--- src/rtl/gx4000_asic_page_mapper.sv ---
// ASIC register page mapper: tracks RMR2, maps the 16 KB ASIC page at &4000-&7FFF
// and turns Z80 accesses in that window into single-cycle ACID RAM strobes.
module gx4000_asic_page_mapper #(
  parameter logic [13:0] SPR_NIBBLE_END = 14'h0FFF
) (
  input  logic        clk_sys,
  input  logic        reset_n,
  input  logic        plus_mode,
  input  logic        asic_unlocked,
  input  logic [15:0] cpu_addr,
  input  logic [7:0]  cpu_dout,
  input  logic        cpu_io_wr,
  input  logic        cpu_mem_rd,
  input  logic        cpu_mem_wr,
  input  logic [7:0]  asic_ram_q,
  output logic [13:0] asic_ram_addr,
  output logic        asic_ram_rd,
  output logic        asic_ram_wr,
  output logic [7:0]  asic_ram_din,
  output logic [4:0]  rmr2,
  output logic [1:0]  lower_rom_sel,
  output logic [2:0]  cart_bank,
  output logic        asic_page_en,
  output logic        asic_sel,
  output logic [7:0]  cpu_rdata,
  output logic        cpu_rdata_valid,
  output logic        busy
);

  typedef enum logic [1:0] {
    S_IDLE     = 2'd0,
    S_RD_ISSUE = 2'd1,
    S_RD_WAIT  = 2'd2,
    S_WR_ISSUE = 2'd3
  } state_e;

  state_e      state_q, state_d;
  logic        io_wr_q, mem_rd_q, mem_wr_q;
  logic [4:0]  rmr2_q, rmr2_d;
  logic [13:0] addr_q, addr_d;
  logic [7:0]  din_q, din_d;
  logic [7:0]  rdata_q, rdata_d;
  logic        valid_q, valid_d;

  logic io_wr_rise, mem_rd_rise, mem_wr_rise, in_window, rmr2_cmd;

  assign io_wr_rise  = cpu_io_wr  & ~io_wr_q;
  assign mem_rd_rise = cpu_mem_rd & ~mem_rd_q;
  assign mem_wr_rise = cpu_mem_wr & ~mem_wr_q;
  assign in_window   = (cpu_addr[15:14] == 2'b01);
  assign rmr2_cmd    = io_wr_rise & in_window & (cpu_dout[7:5] == 3'b101) & asic_unlocked;

  assign asic_page_en = plus_mode & asic_unlocked & (rmr2_q[4:3] == 2'b11);
  assign asic_sel     = asic_page_en & in_window & (cpu_mem_rd | cpu_mem_wr);

  // Leaving Plus mode wipes the RMR2 state; losing unlock only hides the page.
  always_comb begin
    rmr2_d = rmr2_q;
    if (!plus_mode) begin
      rmr2_d = 5'd0;
    end else if (rmr2_cmd) begin
      rmr2_d = cpu_dout[4:0];
    end
  end

  always_comb begin
    state_d     = state_q;
    addr_d      = addr_q;
    din_d       = din_q;
    rdata_d     = rdata_q;
    valid_d     = 1'b0;
    asic_ram_rd = 1'b0;
    asic_ram_wr = 1'b0;
    case (state_q)
      S_IDLE: begin
        if (asic_page_en && in_window) begin
          if (mem_wr_rise) begin
            state_d = S_WR_ISSUE;
            addr_d  = cpu_addr[13:0];
            din_d   = (cpu_addr[13:0] <= SPR_NIBBLE_END) ? {4'h0, cpu_dout[3:0]} : cpu_dout;
          end else if (mem_rd_rise) begin
            state_d = S_RD_ISSUE;
            addr_d  = cpu_addr[13:0];
          end
        end
      end
      S_RD_ISSUE: begin
        if (plus_mode) begin
          asic_ram_rd = 1'b1;
          state_d     = S_RD_WAIT;
        end else begin
          state_d = S_IDLE;
        end
      end
      S_RD_WAIT: begin
        state_d = S_IDLE;
        if (plus_mode) begin
          rdata_d = asic_ram_q;
          valid_d = 1'b1;
        end
      end
      S_WR_ISSUE: begin
        state_d     = S_IDLE;
        asic_ram_wr = plus_mode;
      end
      default: state_d = S_IDLE;
    endcase
  end

  always_ff @(posedge clk_sys or negedge reset_n) begin
    if (!reset_n) begin
      state_q  <= S_IDLE;
      io_wr_q  <= 1'b0;
      mem_rd_q <= 1'b0;
      mem_wr_q <= 1'b0;
      rmr2_q   <= 5'd0;
      addr_q   <= 14'd0;
      din_q    <= 8'd0;
      rdata_q  <= 8'hFF;
      valid_q  <= 1'b0;
    end else begin
      state_q  <= state_d;
      io_wr_q  <= cpu_io_wr;
      mem_rd_q <= cpu_mem_rd;
      mem_wr_q <= cpu_mem_wr;
      rmr2_q   <= rmr2_d;
      addr_q   <= addr_d;
      din_q    <= din_d;
      rdata_q  <= rdata_d;
      valid_q  <= valid_d;
    end
  end

  assign asic_ram_addr   = addr_q;
  assign asic_ram_din    = din_q;
  assign rmr2            = rmr2_q;
  assign lower_rom_sel   = rmr2_q[4:3];
  assign cart_bank       = rmr2_q[2:0];
  assign cpu_rdata       = rdata_q;
  assign cpu_rdata_valid = valid_q;
  assign busy            = (state_q != S_IDLE);

endmodule

--- config.mk ---
export PLATFORM = sky130hd
export DESIGN_NAME = gx4000_asic_page_mapper
export DESIGN_NICKNAME = d
export VERILOG_FILES = /design/src/rtl/gx4000_asic_page_mapper.sv
export SDC_FILE = /design/constraint.sdc
export NUM_CORES = 1
export LEC_CHECK = 0
export ABC_AREA = 1
export BUFFER_PORTS_ARGS = -buffer_cell sky130_fd_sc_hd__buf_4
export CORE_UTILIZATION = 41
export CTS_CLUSTER_DIAMETER = 120
export CTS_CLUSTER_SIZE = 12
export DETAILED_ROUTE_END_ITERATION = 10
export PLACE_DENSITY = 0.86
export SLEW_MARGIN = 25
export SYNTH_ARGS = -nofsm -noshare
export SYNTH_HDL_FRONTEND = slang
export SYNTH_SLANG_ARGS = --single-unit
--- constraint.sdc ---
create_clock -name clk_sys -period 1.2 [get_ports clk_sys]
set_input_delay 0.24 -clock clk_sys [delete_from_list [all_inputs] [get_ports clk_sys]]
set_output_delay 0.24 -clock clk_sys [all_outputs]
set_load 0.02 [all_outputs]
==> results of run 1 <==
## cells in the mapped netlist, types with 2 or more instances
master,count
sky130_fd_sc_hd__nand2_2,2
sky130_fd_sc_hd__buf_4,5
sky130_fd_sc_hd__clkinv_1,2
sky130_fd_sc_hd__dfrtp_1,33
sky130_fd_sc_hd__nand4_1,4
sky130_fd_sc_hd__nor2_1,14
sky130_fd_sc_hd__nor2_4,4
sky130_fd_sc_hd__buf_2,2
sky130_fd_sc_hd__o21ai_0,9
sky130_fd_sc_hd__nand3_1,13
sky130_fd_sc_hd__nand2_4,2
sky130_fd_sc_hd__o21ai_1,6
sky130_fd_sc_hd__nand2_1,87
sky130_fd_sc_hd__dfstp_2,8
sky130_fd_sc_hd__inv_1,13
## layout make-up
cell class | instances | area share
Sequential cell | 41 | 0.342
Clock buffer | 6 | 0.0239
Clock inverter | 2 | 0.0115
Multi-Input combinational cell | 142 | 0.253
Tap cell | 50 | 0.0206
Inverter | 15 | 0.0235
Timing Repair Buffer | 114 | 0.325
## registers in the layout (all words and copies together) (netlist names)
register         flops
cpu_rdata_valid      1
io_wr_q              1
asic_ram_addr       14
asic_ram_din         8
rmr2                 5
state_q              2
mem_rd_q             1
cpu_rdata            8
mem_wr_q             1
## layer usage
metal	part of all wire	track usage	wire, microns	vias to the layer above
li1	-	-	-	869
met1	0.39	0.263	1950	856
met2	0.54	0.409	2700	62
met3	0.063	0.0767	317	8
met4	0.012	0.0521	59	0
met5	0	0	0	-
## what timing repair did
| action | CTS | global route |
|---|---|---|
| hold buffers | 1 | 0 |
| resized for setup | 67 | 16 |
| setup buffers | 15 | 2 |
| pin swaps | 23 | 7 |
| hold endpoints to repair | 33 | 0 |
| setup endpoints to repair | 40 | 42 |
## report_power, final
group / internal, mW / leakage [nW] / switching [mW]
clock network: 0.617 / 0.0552 / 0.473
logic: 0.118 / 1.09 / 0.122
registers: 1.39 / 0.532 / 0.00157
## worst register-to-register path: cells and delay by family, from the launching register on
family / cells / cell delay [ns]
simple gates: 6 / 0.56
flops: 1 / 0.38
buf+inv: 3 / 0.39
## cell usage in the layout (no fill, tap or decap), drive strengths merged
cell / n
buf: 113
nand2: 91
dfrtp: 33
nor2: 18
o21ai: 15
nand3: 14
inv: 14
dfstp: 8
clkbuf: 6
nand4: 4
clkinv: 2
bufinv: 1
dlygate4sd3: 1
## per-stage QoR
stage | instance area, sq um | util
6_report | 3040 | 0.743
5_1_grt | 3040 | 0.743
4_1_cts | 2970 | 0.727
3_5_place_dp | 2520 | 0.617
3_3_place_gp | 2520 | 0.617
2_1_floorplan | 1810 | -
## how the worst max path moves through the flow
stage               slack [ns]                 to
finish                   -0.20           asic_sel
global placement         -0.02    asic_ram_din[4]
floorplan                -0.16           asic_sel
detailed placement       -0.13    asic_ram_din[5]
CTS                      -0.19           asic_sel
global route             -0.27  asic_ram_addr[12]
## logic make-up (layout without fill, tap and decap cells)
| logic type | after synthesis | count (layout) | share of synthesized area |
|---|---|---|---|
| compound gates | 15 | 15 | 0.0420 |
| buf+inv | 24 | 137 | 0.0664 |
| flops | 41 | 41 | 0.579 |
| simple gates | 127 | 127 | 0.313 |
==> tab_implementation.tex, run 1 <==
\begin{tabular}{lr}
\hline
Metric & Value \\
\hline
\multicolumn{2}{l}{\textbf{Yosys}} \\
Average footprint of a synthesized cell & around 8.6 sq um \\
Post-synth net total & around 250 \\
Number of flops mapped to enable cells by yosys & 0 \\
Gate count after technology mapping & between 200 and 250 \\
Post-synthesis cell type count & 18 \\
Library cell occupying the most area in the post-synthesis netlist & sky130\_fd\_sc\_hd\_\_dfrtp\_1 \\
Most area-consuming cells after synthesis & sky130\_fd\_sc\_hd\_\_dfrtp\_1 (46\%), sky130\_fd\_sc\_hd\_\_nand2\_1 (18\%), sky130\_fd\_sc\_hd\_\_dfstp\_2 (12\%), sky130\_fd\_sc\_hd\_\_nand3\_1 (3.6\%), sky130\_fd\_sc\_hd\_\_nor2\_1 (2.9\%) \\
Main synth FF type & sky130\_fd\_sc\_hd\_\_dfrtp\_1 \\
Async set or reset register ratio after synthesis & 1.00 \\
Post-synthesis register bit count & 41 \\
Total number of yosys warnings & 0 \\
Portion of synthesized cell area occupied by the leading cell type & 0.462 \\
Register area share after synthesis & 0.579 \\
Post-synthesis cell area & $\sim$0.0018 sq mm \\
\multicolumn{2}{l}{\textbf{Setup path}} \\
Critical-path cell list & nand2\_2 > nor2\_4 > nand2\_4 > nor2\_4 > buf\_6 \\
Largest delay contributor family on the critical path & flip-flops \\
Terminus of the critical flop-to-flop path & asic\_ram\_addr[12] \\
Launching point of the worst reg2reg path & rmr2[4] \\
Data required time of the worst path & 0.96 ns \\
Most frequent cell on the critical path & sky130\_fd\_sc\_hd\_\_nor2\_4 \\
Startpoint-to-endpoint class of the critical path & flip-flop to primary output \\
Logic depth of the worst setup path including buffers & 5 \\
Critical Path Slowest Stage Cell & sky130\_fd\_sc\_hd\_\_dfrtp\_2 \\
Worst setup path start & rmr2[4] \\
Endpoint type of the worst setup path & primary output \\
Depth of the worst register-to-register path & 9 \\
Register-to-register setup slack & -0.20 ns \\
Critical Path Source Type & flip-flop \\
Biggest fanout along the worst timing path & 2 \\
Data arrival time at the worst-slack endpoint & roughly 1.2 ns \\
Crit path largest cell delay & 0.38 ns \\
Worst path buffer plus inverter count & 1 \\
\multicolumn{2}{l}{\textbf{Die}} \\
Cell Rows & 23 \\
Placeable Area & $\sim$0.0041 sq mm \\
Chip height & $\sim$68 microns \\
Width of the die & 68.1 microns \\
Area enclosed by the die boundary & about 0.0046 sq mm \\
Number of top-level pins & between 80 and 90 \\
Starting Density & 0.438 \\
\multicolumn{2}{l}{\textbf{Timing}} \\
Summed negative setup slack over all endpoints & -3.93 ns \\
Min cycle time layout & $\sim$1.4 ns \\
Setup repair after global routing missed its margin & yes \\
Endpoints failing hold & 0 \\
Count of final setup violators & 31 \\
Worst clock skew on the final layout & 0.00504 ns \\
Number of pins exceeding their max-slew limit in the final report & 0 \\
Worst-case hold slack & approximately 0.065 ns \\
Remaining max-slew budget at the tightest pin & 0.665 \\
Final cycle utilization of the critical path & 1.17 \\
Transition at the pin with the smallest max-transition slack & approximately 0.50 ns \\
Max Clock Freq & about 0.71 GHz \\
PnR worst setup slack & -0.204 ns \\
\multicolumn{2}{l}{\textbf{Power and ir drop}} \\
Total power after layout & 2.72 mW \\
Leakage Power & 1.68 nW \\
IR Drop Worst-Case VDD & around 0.68 mV \\
Power Density & a little under 900 mW/mm\^{}2 \\
\multicolumn{2}{l}{\textbf{Route}} \\
Number of vias per cell & 4.85 \\
Average detailed-routed wire length per instance & 13.6 microns \\
Routed WL & 5.03 mm \\
First-pass DRT Iterations & 4 \\
Final routed DRC violation total & 0 \\
1st-iter DRT viols & 111 \\
Final ANT Viol Nets & 0 \\
Routed vias & 1795 \\
\multicolumn{2}{l}{\textbf{Global routing}} \\
Vias in the first global route & 1698 \\
GR Util All Layers & 0.230 \\
Wire length of the first global-routing pass & just under 8 mm \\
Initial antenna violation count & 0 \\
Pin count of the biggest net entering global routing & 42 \\
Global-route congestion overflow total & 0 \\
\multicolumn{2}{l}{\textbf{Run}} \\
Number of max-capacitance violations reported & 0 \\
\multicolumn{2}{l}{\textbf{Finish}} \\
Post-synthesis to final-layout area growth & 69.8\% \\
Non-filler cells, final & between 300 and 400 \\
Final nets & 358 \\
Flip-flop and latch area & 0.00104 sq mm \\
Share of post-route cells with drive strength above 1 & 0.556 \\
Footprint of the multi-input gates & 769 sq um \\
Filler cell count in the final layout & 294 \\
Final antenna diode count & 0 \\
\multicolumn{2}{l}{\textbf{Worst hold path}} \\
Hold depth & 1 \\
Worst hold start & cpu\_io\_wr \\
Terminating pin of the worst hold path & io\_wr\_q \\
Hold Crit Class & input pin to flip-flop \\
\multicolumn{2}{l}{\textbf{CTS}} \\
Skew-Pair Late Insertion Delay & 0.29 ns \\
H-tree depth & 2 \\
Buffers from clock root to sink, at most & 2 \\
Number of buffers created by CTS & 5 \\
Clock edge transition at the registers on the reported setup and hold paths & 0.08 ns \\
CTS Root Cell & sky130\_fd\_sc\_hd\_\_clkbuf\_8 \\
CTS tree & built \\
CTS sink count & 41 \\
\multicolumn{2}{l}{\textbf{Place}} \\
Post-DP HPWL & 3.13 mm \\
Weighted congestion reported at the end of routability-driven placement & 0.822 \\
Port bufs & 84 \\
Worst setup slack before clock tree synthesis & -0.134 ns \\
DP Cell Count & between 300 and 400 \\
\multicolumn{2}{l}{\textbf{Run status}} \\
Failing checks & negative setup slack \\
Status & finished, violations left \\
\hline
\end{tabular}
Power figures use the tool's default switching activity.
==> run 2: changes to the inputs <==
--- a/config.mk
+++ b/config.mk
@@ -11,7 +11,7 @@
 export CTS_CLUSTER_DIAMETER = 120
 export CTS_CLUSTER_SIZE = 12
 export DETAILED_ROUTE_END_ITERATION = 10
-export PLACE_DENSITY = 0.86
+export PLACE_DENSITY = 0.75
 export SLEW_MARGIN = 25
 export SYNTH_ARGS = -nofsm -noshare
 export SYNTH_HDL_FRONTEND = slang
==> tab_implementation.tex, run 2 (synthesis gave the netlist of run 1 again) <==
\begin{tabular}{lr}
\hline
Metric & Value \\
\hline
\multicolumn{2}{l}{\textbf{Setup path}} \\
Critical Path Slowest Stage Cell & sky130\_fd\_sc\_hd\_\_dfrtp\_2 \\
Crit path largest cell delay & between 0.3 and 0.4 ns \\
Data arrival time at the worst-slack endpoint & approximately 1.2 ns \\
Critical Path Source Type & flip-flop \\
Critical-path cell list & nand2\_2 > nor2\_4 > nand2\_4 > nor2\_4 > buf\_6 \\
Most frequent cell on the critical path & sky130\_fd\_sc\_hd\_\_nor2\_4 \\
Data required time of the worst path & 0.96 ns \\
Endpoint type of the worst setup path & primary output \\
Startpoint-to-endpoint class of the critical path & flip-flop to primary output \\
Biggest fanout along the worst timing path & 2 \\
\multicolumn{2}{l}{\textbf{Global routing}} \\
Met2 track utilization from global routing & 0.320 \\
Global-route congestion overflow total & 0 \\
Wire length of the first global-routing pass & between 6 and 7 mm \\
Pin count of the biggest net entering global routing & 42 \\
Initial antenna violation count & 0 \\
GR Layer Usage met3 & 0.0533 \\
Highest-utilization routing layer at the global route stage & met2 \\
Vias in the first global route & 1564 \\
Met1 Track Usage GR & 0.249 \\
GR Util All Layers & 0.198 \\
\multicolumn{2}{l}{\textbf{Die}} \\
Number of top-level pins & 85 \\
Chip height & 68.1 microns \\
Area enclosed by the die boundary & about 0.0046 sq mm \\
Width of the die & a little under 70 microns \\
Cell Rows & 23 \\
Placeable Area & roughly 0.004 sq mm \\
Starting Density & 0.438 \\
\multicolumn{2}{l}{\textbf{Route}} \\
First-pass DRT Iterations & 4 \\
Routed vias & 1749 \\
Average detailed-routed wire length per instance & 12.7 microns \\
Final ANT Viol Nets & 0 \\
Routed WL & 4.67 mm \\
Final routed DRC violation total & 0 \\
1st-iter DRT viols & 68 \\
Number of vias per cell & 4.74 \\
\multicolumn{2}{l}{\textbf{Run status}} \\
Failing checks & negative setup slack \\
Status & finished, violations left \\
\multicolumn{2}{l}{\textbf{Finish}} \\
Flip-flop count of the largest register after layout & 14 \\
Final nets & around 360 \\
Most frequent cells in the layout & sky130\_fd\_sc\_hd\_\_buf\_4 (82), sky130\_fd\_sc\_hd\_\_nand2\_1 (81), sky130\_fd\_sc\_hd\_\_dfrtp\_1 (31) \\
Footprint of the multi-input gates & 703 sq um \\
Most common cell after layout, fill and taps aside & sky130\_fd\_sc\_hd\_\_buf\_4 \\
Final antenna diode count & 0 \\
Filler cell count in the final layout & 320 \\
Finished layout cell area & approximately 0.0029 sq mm \\
Share of post-route cells with drive strength above 1 & 0.495 \\
Post-synthesis to final-layout area growth & 64.5\% \\
Flip-flop and latch area & 0.00104 sq mm \\
Utilization after layout & 0.720 \\
\multicolumn{2}{l}{\textbf{CTS}} \\
CTS sink count & between 40 and 50 \\
Number of buffers created by CTS & 5 \\
CTS tree & built \\
Skew-Pair Late Insertion Delay & 0.29 ns \\
H-tree depth & 2 \\
CTS Root Cell & sky130\_fd\_sc\_hd\_\_clkbuf\_8 \\
Buffers from clock root to sink, at most & 2 \\
Clock edge transition at the registers on the reported setup and hold paths & 0.07 ns \\
\multicolumn{2}{l}{\textbf{Timing}} \\
Min cycle time layout & about 1.4 ns \\
Remaining max-slew budget at the tightest pin & 0.668 \\
Transition at the pin with the smallest max-transition slack & 0.498 ns \\
Worst clock skew on the final layout & 0.00417 ns \\
Setup repair after global routing missed its margin & yes \\
Count of final setup violators & 32 \\
PnR worst setup slack & -0.242 ns \\
Number of pins exceeding their max-slew limit in the final report & 0 \\
Endpoints failing hold & 0 \\
Final cycle utilization of the critical path & 1.20 \\
Max Clock Freq & 0.694 GHz \\
\multicolumn{2}{l}{\textbf{Power and ir drop}} \\
Leakage Power & between 1.5 and 2 nW \\
Power Density & around 850 mW/mm\^{}2 \\
Total power after layout & 2.49 mW \\
IR Drop Worst-Case VDD & about 0.79 mV \\
\multicolumn{2}{l}{\textbf{Place}} \\
Port bufs & 84 \\
Placed Area & between 0.002 and 0.003 sq mm \\
Post-DP HPWL & 3.17 mm \\
Weighted congestion reported at the end of routability-driven placement & $\sim$0.74 \\
\multicolumn{2}{l}{\textbf{Run}} \\
Number of max-capacitance violations reported & 0 \\
\multicolumn{2}{l}{\textbf{Worst hold path}} \\
Hold Crit Class & input pin to flip-flop \\
\hline
\end{tabular}
run 2: layer usage:
metal	up-vias	part of all wire
li1	868	-
met1	811	0.43
met2	63	0.49
met3	7	0.067
met4	0	0.016
met5	-	0
run 2: worst paths after layout:
path	start	end	slack, ns	cells after the start
max in group asynchronous	reset_n	rmr2[3]	0.39	2
min reg2reg	cpu_rdata[3]	cpu_rdata[3]	0.48	2
max reg2reg	rmr2[4]	asic_ram_addr[9]	-0.22	8
min	cpu_io_wr	io_wr_q	0.06	1
max	rmr2[4]	asic_sel	-0.24	5
min in group asynchronous	reset_n	asic_ram_addr[5]	0.45	2
run 2: through the flow:
stage	std cells	hold WS [ns]	setup TNS [ns]	worst slack (ns)
2_1_floorplan	207	-0.0556	-1.63	-0.159
3_3_place_gp	346	0.246	-0.000815	-0.000815
3_5_place_dp	346	0.249	-0.0519	-0.0106
4_1_cts	366	0.0542	-1.95	-0.189
5_1_grt	369	0.0538	-6.89	-0.273
6_report	369	0.0613	-5.20	-0.242
run 2: critical path, delay by kind of cell (launching register included):
family / cells / cell delay, ns
buffers and inverters: 1 / 0.12
flip-flops: 1 / 0.38
AND/OR/NAND/NOR: 4 / 0.41
run 2: report_power, final:
group	internal (mW)	switching (mW)	leakage, nW
sequential	1.39	0.00162	0.533
clock	0.401	0.473	0.0439
combinational	0.115	0.110	1.09
total	1.90	0.585	1.67
run 2: cell type report:
cell class	instances	share of cell area
Sequential cell	41	0.353
Inverter	15	0.0230
Tap cell	50	0.0213
Clock inverter	3	0.00595
Multi-Input combinational cell	142	0.239
Clock buffer	5	0.0234
Timing Repair Buffer	113	0.335
run 2: timing repair:
| action | CTS | global route |
|---|---|---|
| hold endpoints to repair | 33 | 0 |
| hold buffers | 1 | 0 |
| cloned | 0 | 1 |
| resized for setup | 34 | 30 |
| buffers inserted | 11 | 3 |
| pin swaps | 8 | 10 |
| endpoints found under the setup margin | 32 | 42 |
==> run 3: changes to the inputs <==
--- a/config.mk
+++ b/config.mk
@@ -7,11 +7,13 @@
 export LEC_CHECK = 0
 export ABC_AREA = 1
 export BUFFER_PORTS_ARGS = -buffer_cell sky130_fd_sc_hd__buf_4
-export CORE_UTILIZATION = 41
+export CAP_MARGIN = 20
+export CORE_UTILIZATION = 43
+export CTS_BUF_LIST = sky130_fd_sc_hd__clkbuf_4 sky130_fd_sc_hd__clkbuf_8
 export CTS_CLUSTER_DIAMETER = 120
 export CTS_CLUSTER_SIZE = 12
 export DETAILED_ROUTE_END_ITERATION = 10
-export PLACE_DENSITY = 0.75
+export PLACE_DENSITY = 0.78
 export SLEW_MARGIN = 25
 export SYNTH_ARGS = -nofsm -noshare
 export SYNTH_HDL_FRONTEND = slang
==> tab_implementation.tex, run 3 (synthesis gave the netlist of run 1 again) <==
\begin{tabular}{lr}
\hline
Metric & Value \\
\hline
\multicolumn{2}{l}{\textbf{Run status}} \\
Status & finished, violations left \\
Failing checks & negative setup slack \\
\multicolumn{2}{l}{\textbf{Worst hold path}} \\
Hold Crit Class & input pin to flip-flop \\
Hold depth & 1 \\
Worst hold start & cpu\_io\_wr \\
\multicolumn{2}{l}{\textbf{CTS}} \\
Clock edge transition at the registers on the reported setup and hold paths & approximately 0.070 ns \\
Number of buffers created by CTS & 5 \\
CTS sink count & 41 \\
CTS tree & built \\
Skew-Pair Late Insertion Delay & 0.30 ns \\
H-tree depth & 2 \\
Buffers from clock root to sink, at most & 2 \\
CTS Root Cell & sky130\_fd\_sc\_hd\_\_clkbuf\_8 \\
\multicolumn{2}{l}{\textbf{Finish}} \\
Utilization after layout & 0.718 \\
Flip-flop count of the largest register after layout & 14 \\
Most frequent cells in the layout & sky130\_fd\_sc\_hd\_\_nand2\_1 (85), sky130\_fd\_sc\_hd\_\_buf\_4 (82), sky130\_fd\_sc\_hd\_\_dfrtp\_1 (30) \\
Post-synthesis to final-layout area growth & 60.6\% \\
Filler cell count in the final layout & 286 \\
Final antenna diode count & 0 \\
Final nets & 351 \\
Share of post-route cells with drive strength above 1 & 0.473 \\
Most common cell after layout, fill and taps aside & sky130\_fd\_sc\_hd\_\_nand2\_1 \\
Non-filler cells, final & 363 \\
\multicolumn{2}{l}{\textbf{Power and ir drop}} \\
IR Drop Worst-Case VDD & 0.653 mV \\
Power Density & 898 mW/mm\^{}2 \\
Register share of total power & 0.539 \\
Total power after layout & 2.58 mW \\
Leakage Power & 1.63 nW \\
Cell internal power dissipation & around 2.0 mW \\
Relative contribution of the clock network to total power & 0.376 \\
Switching pwr & 0.591 mW \\
Combinational Power Share & 0.085 \\
Switching Share & 0.229 \\
\multicolumn{2}{l}{\textbf{Route}} \\
Final ANT Viol Nets & 0 \\
Number of vias per cell & between 4 and 5 \\
Routed vias & 1693 \\
Average detailed-routed wire length per instance & 13.0 microns \\
1st-iter DRT viols & 73 \\
First-pass DRT Iterations & 4 \\
Routed WL & 4.71 mm \\
Final routed DRC violation total & 0 \\
\multicolumn{2}{l}{\textbf{Setup path}} \\
Worst setup path start & rmr2[4] \\
Startpoint-to-endpoint class of the critical path & flip-flop to primary output \\
Data required time of the worst path & 0.96 ns \\
Launching point of the worst reg2reg path & state\_q[0] \\
Data arrival time at the worst-slack endpoint & 1.16 ns \\
Depth of the worst register-to-register path & 7 \\
Critical Path Source Type & flip-flop \\
Biggest fanout along the worst timing path & 2 \\
Endpoint type of the worst setup path & primary output \\
\multicolumn{2}{l}{\textbf{Timing}} \\
Max Clock Freq & 0.713 GHz \\
Count of final setup violators & 37 \\
Final cycle utilization of the critical path & 1.17 \\
Number of pins exceeding their max-slew limit in the final report & 0 \\
PnR worst setup slack & -0.203 ns \\
Transition at the pin with the smallest max-transition slack & 0.514 ns \\
Endpoints failing hold & 0 \\
Setup repair after global routing missed its margin & yes \\
Worst clock skew on the final layout & 0.00543 ns \\
Worst-case hold slack & between 0.05 and 0.06 ns \\
Min cycle time layout & 1.40 ns \\
Remaining max-slew budget at the tightest pin & 0.658 \\
\multicolumn{2}{l}{\textbf{Die}} \\
Cell Rows & 23 \\
Number of top-level pins & 85 \\
Placeable Area & $\sim$0.0040 sq mm \\
Area enclosed by the die boundary & $\sim$0.0044 sq mm \\
Starting Density & 0.447 \\
Width of the die & 66.5 microns \\
Chip height & 66.5 microns \\
\multicolumn{2}{l}{\textbf{Global routing}} \\
Global-route congestion overflow total & 0 \\
Pin count of the biggest net entering global routing & 42 \\
Vias in the first global route & 1644 \\
Initial antenna violation count & 0 \\
GR Util All Layers & 0.228 \\
Wire length of the first global-routing pass & between 7 and 8 mm \\
\multicolumn{2}{l}{\textbf{Place}} \\
Post-DP HPWL & approximately 3.1 mm \\
Worst setup slack before clock tree synthesis & -0.0656 ns \\
Port bufs & between 80 and 90 \\
Weighted congestion reported at the end of routability-driven placement & 0.781 \\
DP Cell Count & 348 \\
\multicolumn{2}{l}{\textbf{Run}} \\
Number of max-capacitance violations reported & 0 \\
\hline
\end{tabular}
==> run 3: cell count changes in the layout (fill, tap and decap cells not counted), moves of 2 or more <==
cell | previous run | this run
sky130_fd_sc_hd__buf_6 | 27 | 22
sky130_fd_sc_hd__clkinv_2 | 3 | 1
sky130_fd_sc_hd__nand2_1 | 81 | 85
sky130_fd_sc_hd__nand2_2 | 7 | 2
sky130_fd_sc_hd__nor2_1 | 9 | 11
sky130_fd_sc_hd__o21ai_0 | 4 | 1
sky130_fd_sc_hd__o21ai_2 | 3 | 5
==> run 3: worst max-delay path: stages (launching register included) <==
cell and delay, ns:
sky130_fd_sc_hd__dfrtp_2 0.38, sky130_fd_sc_hd__nand2_2 0.06, sky130_fd_sc_hd__nor2_4 0.15, sky130_fd_sc_hd__nand2_4 0.08
sky130_fd_sc_hd__nor2_4 0.09, sky130_fd_sc_hd__buf_6 0.12
==> run 3: worst paths after layout <==
check,slack (ns),to
worst max-delay path,-0.20,asic_sel
worst min-delay path,0.06,io_wr_q
worst max register to register,-0.11,asic_ram_addr[11]
max in group asynchronous,0.37,rmr2[4]
min in group asynchronous,0.46,asic_ram_addr[0]
worst min register to register,0.47,cpu_rdata[5]
==> run 3: metal layers <==
metal,share of wire,up-vias,global-route usage
li1,-,854,-
met1,0.42,772,0.273
met2,0.50,58,0.389
met3,0.063,9,0.0702
met4,0.014,0,0.0718
met5,0,-,0
==> run 3: timing repair <==
item                                   4_1_cts  5_1_grt
pin swaps                                   12        5
resized for setup                           44       10
endpoints found under the hold margin       33        0
hold buffers                                 1        0
setup buffers                                6        1
setup endpoints to repair                   39       42
==> run 3: stage by stage <==
step | area [sq um] | TNS, ns
final | 2870 | -2.78
after global routing | 2870 | -5.19
after CTS | 2850 | -3.09
after detailed placement | 2550 | -0.649
after global placement | 2550 | -0.0879
after floorplan | 1810 | -1.63
==> run 3: area by class of cell <==
class,count,area [sq um],share of cell area
inverter,15,65.1,0.0226
timing repair buffer,107,908,0.316
sequential,41,1040,0.362
clock buffer,7,90.1,0.0314
multi-input combinational,142,699,0.243
tap,50,62.6,0.0218
clock inverter,1,7.51,0.00261
==> run 3: power by group through the flow <==
stage	Combinational [mW]	Clock [mW]	Sequential [mW]
after detailed placement	0.206	0	1.42
after CTS	0.215	0.986	1.39
after floorplan	0.0502	0	1.42
final	0.220	0.969	1.39
after global placement	0.206	0	1.41
after global routing	0.241	1.05	1.39
